<file path="config.mk">
export PLATFORM = sky130hd
export DESIGN_NAME = steer_quad_gen
export DESIGN_NICKNAME = d
export VERILOG_FILES = /design/src/rtl/steer_quad_gen.sv
export SDC_FILE = /design/constraint.sdc
export NUM_CORES = 1
export LEC_CHECK = 0
export BUFFER_PORTS_ARGS = -buffer_cell sky130_fd_sc_hd__buf_4
export CORE_AREA = 2 2 122 124
export DETAILED_ROUTE_END_ITERATION = 7
export DIE_AREA = 0 0 124 126
export PLACE_DENSITY_LB_ADDON = 0.2
export SYNTH_ARGS = -nofsm -noshare
export SYNTH_HDL_FRONTEND = slang
export SYNTH_SLANG_ARGS = --single-unit
</file>
<file path="constraint.sdc">
create_clock -name CLK -period 9.7 [get_ports CLK]
set_input_delay 1.94 -clock CLK [delete_from_list [all_inputs] [get_ports CLK]]
set_output_delay 1.94 -clock CLK [all_outputs]
set_load 0.01 [all_outputs]
</file>
<file path="src/rtl/steer_quad_gen.sv">
// rtl/steer_quad_gen.sv - joystick left/right to Gray-coded quadrature steering, with step-rate acceleration
module steer_quad_gen #(
   parameter int CHANNELS    = 2,
   parameter int DIV_W       = 16,
   parameter int ACCEL_SHIFT = 3
) (
   input  logic                  CLK,
   input  logic                  reset,
   input  logic [DIV_W-1:0]      clkdiv,
   input  logic [DIV_W-1:0]      clkdiv_min,
   input  logic [CHANNELS-1:0]   left,
   input  logic [CHANNELS-1:0]   right,
   output logic [2*CHANNELS-1:0] steer,
   output logic [CHANNELS-1:0]   moving
);

   typedef enum logic [1:0] {
      DIR_IDLE = 2'd0,
      DIR_R    = 2'd1,
      DIR_L    = 2'd2
   } dir_t;

   localparam logic [DIV_W-1:0] ONE = {{(DIV_W-1){1'b0}}, 1'b1};

   logic [CHANNELS-1:0] r_l1, r_l2, r_r1, r_r2;
   logic [DIV_W-1:0]    w_base, w_floor_raw, w_floor;

   always_ff @(posedge CLK or posedge reset) begin
      if (reset) begin
         r_l1 <= '0;
         r_l2 <= '0;
         r_r1 <= '0;
         r_r2 <= '0;
      end else begin
         r_l1 <= left;
         r_l2 <= r_l1;
         r_r1 <= right;
         r_r2 <= r_r1;
      end
   end

   // A zero base period means "every cycle"; the floor never exceeds the base and never drops below 1.
   always_comb begin
      w_base      = (clkdiv == '0) ? ONE : clkdiv;
      w_floor_raw = (clkdiv_min < w_base) ? clkdiv_min : w_base;
      w_floor     = (w_floor_raw == '0) ? ONE : w_floor_raw;
   end

   for (genvar i = 0; i < CHANNELS; i++) begin : g_ch
      logic [1:0]       r_q;
      logic [DIV_W-1:0] r_t;
      logic [DIV_W-1:0] r_p;
      dir_t             r_d;
      logic [1:0]       r_steer;
      logic             r_moving;

      dir_t             w_dir;
      logic [1:0]       w_qstep;
      logic [DIV_W-1:0] w_pdec;
      logic [DIV_W-1:0] w_pn;

      always_comb begin
         w_dir = DIR_IDLE;
         if (r_r2[i] && !r_l2[i]) begin
            w_dir = DIR_R;
         end else if (r_l2[i] && !r_r2[i]) begin
            w_dir = DIR_L;
         end
         // Gray walk: R is 00->01->11->10, L is the reverse.
         w_qstep = (w_dir == DIR_L) ? {~r_q[0], r_q[1]} : {r_q[0], ~r_q[1]};
         w_pdec  = r_p - (r_p >> ACCEL_SHIFT);
         if (ACCEL_SHIFT == 0) begin
            w_pn = r_p;
         end else begin
            w_pn = (w_pdec < w_floor) ? w_floor : w_pdec;
         end
      end

      always_ff @(posedge CLK or posedge reset) begin
         if (reset) begin
            r_q      <= 2'b00;
            r_t      <= '0;
            r_p      <= '0;
            r_d      <= DIR_IDLE;
            r_steer  <= 2'b00;
            r_moving <= 1'b0;
         end else begin
            if (w_dir == DIR_IDLE) begin
               r_t <= '0;
               r_p <= w_base;
            end else if (w_dir != r_d) begin
               r_q <= w_qstep;
               r_p <= w_base;
               r_t <= w_base - ONE;
            end else if (r_t == '0) begin
               r_q <= w_qstep;
               r_p <= w_pn;
               r_t <= w_pn - ONE;
            end else begin
               r_t <= r_t - ONE;
            end
            r_d     <= w_dir;
            r_steer <= r_q;
            // Taken from r_d so moving rises on the same edge as the first visible step.
            r_moving <= (r_d != DIR_IDLE);
         end
      end

      assign steer[2*i+1 -: 2] = r_steer;
      assign moving[i]         = r_moving;
   end

endmodule

</file>
==> results.cfg, run 1 <==
[status]
status = finished clean

[power_and_ir_drop]
p_int_mw = 1.03
clock_power_share_pct = 18.4
switching_share_pct = 45.3
p_per_area_mw_per_mm2 = 214
p_leak_nw = 3.85
vdd_drop_max_mv = 0.120
p_sw_mw = 0.850
p_comb_share_pct = 56.6
p_seq_share_pct = 25.0

[floorplanning]
row_count = 44
ios = 44
die_h_um = 126
initial_core_util_pct = 55.6
fp.dieW_um = 124
coreArea_mm2 = 0.0143
dieArea_mm2 = 0.0156

[global_routing]
overflow = 0
grt_max_degree = 46
grt_use_total_pct = 34.0
antenna_found_initial = 0
grt_pass1_wl_um = 40500
first_global_vias = 7446

[synthesis]
synth.most_common_cell = nor2_1
syn_avg_cell_area_um2 = 8.42
yosysTopAreaCell = dfrtp_1
synth.area.top_cells = dfrtp_1 (27%), ha_1 (12%), xnor2_1 (5.1%)
synth_edf_count = 0
synth_nets = 1062
yosys_register_bits = 86
yosysUniqueCellTypes = 81
yosysSeqAreaShare_pct = 27.0
netlist_area_mm2 = 0.00796
async_reset_ff_share_pct = 100
netlist.area_leader.share_pct = 27.0
synthCells = 945
synthFlopType = dfrtp_1
synth-warning-count = 0
yosys-top-cells-count = nor2_1 (95), dfrtp_1 (86), ha_1 (77)

[clock_network]
cts_setup_buffers = 0
clk_pin_slew_worst_paths_ps = 70
clock_path_buffers = 2
clock_latency_ps = 350
htree_levels = 3
tritoncts = built
cts_sinks = 86
holdBufCountCts = 0
cts_root_buffer = clkbuf_16
ctsResizeCount = 0
numCtsBuffers = 9

[place]
dpl_cell_area_mm2 = 0.00850
dp_hpwl_um = 20200
pre_cts_ws_ps = 1040
io_buffer_count = 43
gp_congestion = 0.974

[sta]
clock.fmax_ghz = 0.119
fin_crit_sh_pct = 86.8
min_period_ps = 8420
rsz0062_at_grt = false
drv_slew = 0
max_slew_margin_pct = 16.6
skew_ps = 8.01
setup_slack_ps = 1280
fin_tns_setup_ps = 0
worst_pin_slew_ps = 1220
setup_viol = 0
final-hold-violation-count = 0

[drt]
wl_um = 25700
drc_errors = 0
avgViaCountPerCell = 6.56
drt_iter0_markers = 847
ant_nets = 0
dr.pass1.iters = 6
wire_per_inst_um = 21.9
vias = 7678

[worst_setup_path]
worstPathRequired_ps = 9950
critPathMaxFanout = 31
r2r_cells = 24
cp-end-kind = flip-flop
criticalPathCategory = in -> reg
critical_path_arrival_ps = 8670
startpoint_type = input pin

[min_path]
hp-class = reg -> reg
whs_path_depth = 0

[layout]
final_cell_area_mm2 = 0.00878
nets = 1100
drive_gt1_share_pct = 11.7
diodes = 0
syn_to_final_growth_pct = 10.3

[job]
cap_viol_max_count = 0
flip-flops by register name, summed over array words and instances (netlist names):
name	cells
g_ch.r_p	32
r_r1	2
r_r2	2
r_l2	2
g_ch.r_t	32
g_ch.r_q	4
r_l1	2
g_ch.r_steer	4
g_ch.r_moving	2
g_ch.r_d	4
power groups by stage:
stage                     Clock (mW)  Combinational (mW)  Sequential (mW)
after floorplan                    0               0.763            0.461
after global placement             0                1.02            0.474
after detailed placement           0                1.03            0.474
after CTS                      0.346                1.04            0.469
after global routing           0.359                1.16            0.476
final                          0.345                1.06            0.470
worst paths after layout:
path                       slack, ps              end           start
max                             1280  g_ch[0].r_t[14]      clkdiv[10]
min                              350          r_r2[1]         r_r1[1]
max reg2reg                     2280  g_ch[0].r_t[14]  g_ch[0].r_p[5]
min reg2reg                      350          r_r2[1]         r_r1[1]
max in group asynchronous       6930   g_ch[0].r_p[2]           reset
min in group asynchronous       1690   g_ch[1].r_p[9]           reset
cells by family after synthesis:
| family | Yosys count | synth area share (%) |
|---|---|---|
| multiplexers | 22 | 2.89 |
| adder cells (fa/ha/maj) | 79 | 12.6 |
| flip-flops | 86 | 27.0 |
| AND/OR/NAND/NOR | 285 | 18.4 |
| XOR/XNOR | 67 | 7.37 |
| AO/OA/AOI/OAI | 296 | 26.2 |
| buffers and inverters | 110 | 5.57 |
layout by cell type, fill, tap and decap left out, types with 11 or more instances in the layout:
master / n
nand2_1: 49
o22ai_1: 18
mux2i_1: 16
xor2_1: 21
buf_4: 60
o211ai_1: 15
ha_1: 77
nand3_1: 16
a211oi_1: 39
a21oi_1: 64
xnor2_1: 46
a31oi_1: 15
dfrtp_1: 86
a21o_1: 16
nor3_1: 37
nor4_1: 13
o21ai_0: 36
nor2_1: 95
o21a_1: 15
nand4_1: 11
inv_1: 75
worst max-delay path, cell delays in order:
cell       delay, ps
buf_4            150
nor4_2           420
a41o_2           380
inv_2             90
a211oi_4         330
o21a_4           450
nor2_1            80
a21o_1           200
inv_1            130
ha_1             260
o21ai_0          170
o21ai_0           90
a31oi_1          250
o21bai_1         130
a2111oi_0        950
o31ai_4          310
o21ai_4          320
o22ai_1          160
nor2_1           150
ha_1             200
nor2b_1          140
o2111ai_1        140
nor3_1           570
nand2_1          210
o21a_1           230
o32ai_1          230
routing by layer:
layer	track usage (%)	share of wire, %
met1	46.3	43
met2	53.1	45
met3	6.43	8.0
met4	13.4	3.9
met5	0	0
through the flow:
stage          power [mW]  cells  hold WS (ps)  util [%]
2_1_floorplan        1.22    945           331         -
3_3_place_gp         1.50   1156           337      59.4
3_5_place_dp         1.50   1156           337      59.4
4_1_cts              1.85   1170           352      61.3
5_1_grt              2.00   1170           353      61.3
6_report             1.88   1170           349      61.3
final cells by class:
type / instances / area [um2]
Clock buffer: 10 / 229
Clock inverter: 4 / 50.0
Fill cell: 1318 / 5540
Inverter: 77 / 290
Multi-Input combinational cell: 749 / 5380
Sequential cell: 86 / 2150
Tap cell: 184 / 230
Timing Repair Buffer: 60 / 450
No activity file was read; power rests on OpenSTA's default activity.
==> inputs of run 2 (changes only) <==
- BUFFER_PORTS_ARGS: -buffer_cell sky130_fd_sc_hd__buf_4 -> -buffer_cell sky130_fd_sc_hd__buf_2
==> run 2 against run 1 <==
  * Register-to-register slack improved by 190 ps
  * Clock-buffer cell count decreased by 1
  * Via count about the same
  * Sequential power about the same
  * Critical path type unchanged
  * Maximum frequency increased by 0.23%
  * Combinational power about the same
==> results.cfg, run 2 (synthesis gave the netlist of run 1 again) <==
[drt]
wl_met3_um = 2080
vias = 7680
drc_errors = 0
wire_per_inst_um = 21.7
dr.pass1.iters = 5
wl_met1_um = 10700
top_layer_used = met4
drt_iter0_markers = 700
dr_wl_met2_um = 11500
avgViaCountPerCell = 6.55
wl_um = 25400
ant_nets = 0

[clock_network]
cts_root_buffer = clkbuf_16
tritoncts = built
numCtsBuffers = 9
cts_setup_buffers = 0
clk_pin_slew_worst_paths_ps = 70
cts_sinks = 86
htree_levels = 3
clock_path_buffers = 2
clock_latency_ps = 360
ctsResizeCount = 0
holdBufCountCts = 0

[job]
cap_viol_max_count = 0

[place]
io_buffer_count = 43
dpl_cell_area_mm2 = 0.00838
dpl.cell_count = 1155
gp_congestion = 0.992
dp_hpwl_um = 20200

[floorplanning]
dieArea_mm2 = 0.0156
die_h_um = 126
ios = 44
coreArea_mm2 = 0.0143
row_count = 44
initial_core_util_pct = 55.6
fp.dieW_um = 124

[worst_setup_path]
worstPathRequired_ps = 9960
cp-end-kind = flip-flop
r2r_cells = 23
critical_path_arrival_ps = 8660
criticalPathCategory = in -> reg
startpoint_type = input pin
critPathMaxFanout = 31

[sta]
skew_ps = 10.8
min_period_ps = 8400
rsz0062_at_grt = false
fin_crit_sh_pct = 86.6
worst_pin_slew_ps = 1160
max_slew_margin_pct = 20.4
fin_tns_setup_ps = 0
setup_viol = 0
final-hold-violation-count = 0
drv_slew = 0
clock.fmax_ghz = 0.119

[global_routing]
grt_pass1_wl_um = 39900
grt_use_total_pct = 33.6
first_global_vias = 7473
overflow = 0
antenna_found_initial = 0
grt_max_degree = 62

[layout]
fill_cells = 1310
nets = 1099
final_cell_mix = nor2_1 (95), dfrtp_1 (86), ha_1 (77)
fin_cells = 1172
final_cell_area_mm2 = 0.00870
syn_to_final_growth_pct = 9.28
layout_commonest_cell = nor2_1
post-route-util_pct = 60.8
top_regs = g_ch.r_p (32), g_ch.r_t (32)
drive_gt1_share_pct = 11.9

[min_path]
hp-class = reg -> reg
whs_path_depth = 0

[status]
status = finished clean

[power_and_ir_drop]
p_leak_nw = 3.83
vdd_drop_max_mv = 0.147
p_per_area_mw_per_mm2 = 217
p_total_mw = 1.89
-- run 2: cell count changes in the layout (fill, tap and decap cells not counted) --
cell / previous run / this run
diode_2: 0 / 1
buf_2: 0 / 43
clkbuf_1: 1 / 0
clkinvlp_4: 2 / 1
clkinv_2: 2 / 1
inv_8: 0 / 2
inv_6: 0 / 3
buf_4: 60 / 16
-- run 2: per-stage QoR --
step | hold slack (ps) | setup WS [ps]
final | 354 | 1300
after floorplan | 331 | 1940
after CTS | 356 | 1460
after global routing | 356 | 822
after detailed placement | 339 | 1110
after global placement | 333 | 1320
-- run 2: cell type report --
class	count	area, um2	area share (%)
multi-input combinational	749	5380	61.8
clock inverter	7	86.3	0.993
sequential	86	2150	24.7
inverter	77	290	3.34
tap	184	230	2.65
clock buffer	9	225	2.59
antenna	1	2.50	0.0288
timing repair buffer	59	335	3.86
-- run 2: worst max-delay path, cell delays in order --
cell,delay (ps)
buf_2,160
nor4_2,490
a41o_2,380
inv_2,80
a211oi_4,340
o21a_4,460
nor2_1,80
a21oi_1,190
ha_1,280
a211oi_1,250
o21ai_0,120
a31oi_1,240
o21bai_1,110
a2111oi_0,900
o31ai_4,290
o21ai_4,320
o22ai_1,160
nor2_1,140
ha_1,190
nor2b_1,150
o2111ai_1,140
nor3_1,550
nand2_1,200
o21a_1,220
o32ai_1,220
-- run 2: final timing paths --
path                                start  slack (ps)                 end
setup reg to reg           g_ch[0].r_p[1]        2470     g_ch[0].r_t[14]
hold / removal                    r_l1[1]         350             r_l2[1]
setup / recovery               clkdiv[10]        1300     g_ch[0].r_t[14]
min in group asynchronous           reset        1570  g_ch[1].r_steer[0]
hold reg to reg                   r_l1[1]         350             r_l2[1]
max in group asynchronous           reset        6970      g_ch[0].r_t[2]
-- run 2: where the power goes --
group          leakage, nW  internal [mW]  switching (mW)  total (mW)
combinational         2.63          0.400           0.647        1.05
sequential            1.05          0.419          0.0492       0.468
clock                0.151          0.206           0.167       0.373
-- run 2: per-layer routing --
| layer | GRT usage (%) | up-vias |
|---|---|---|
| met5 | 0 | - |
| met4 | 14.7 | 0 |
| met3 | 6.79 | 78 |
| met2 | 53.8 | 361 |
| met1 | 43.9 | 3659 |
| li1 | - | 3582 |
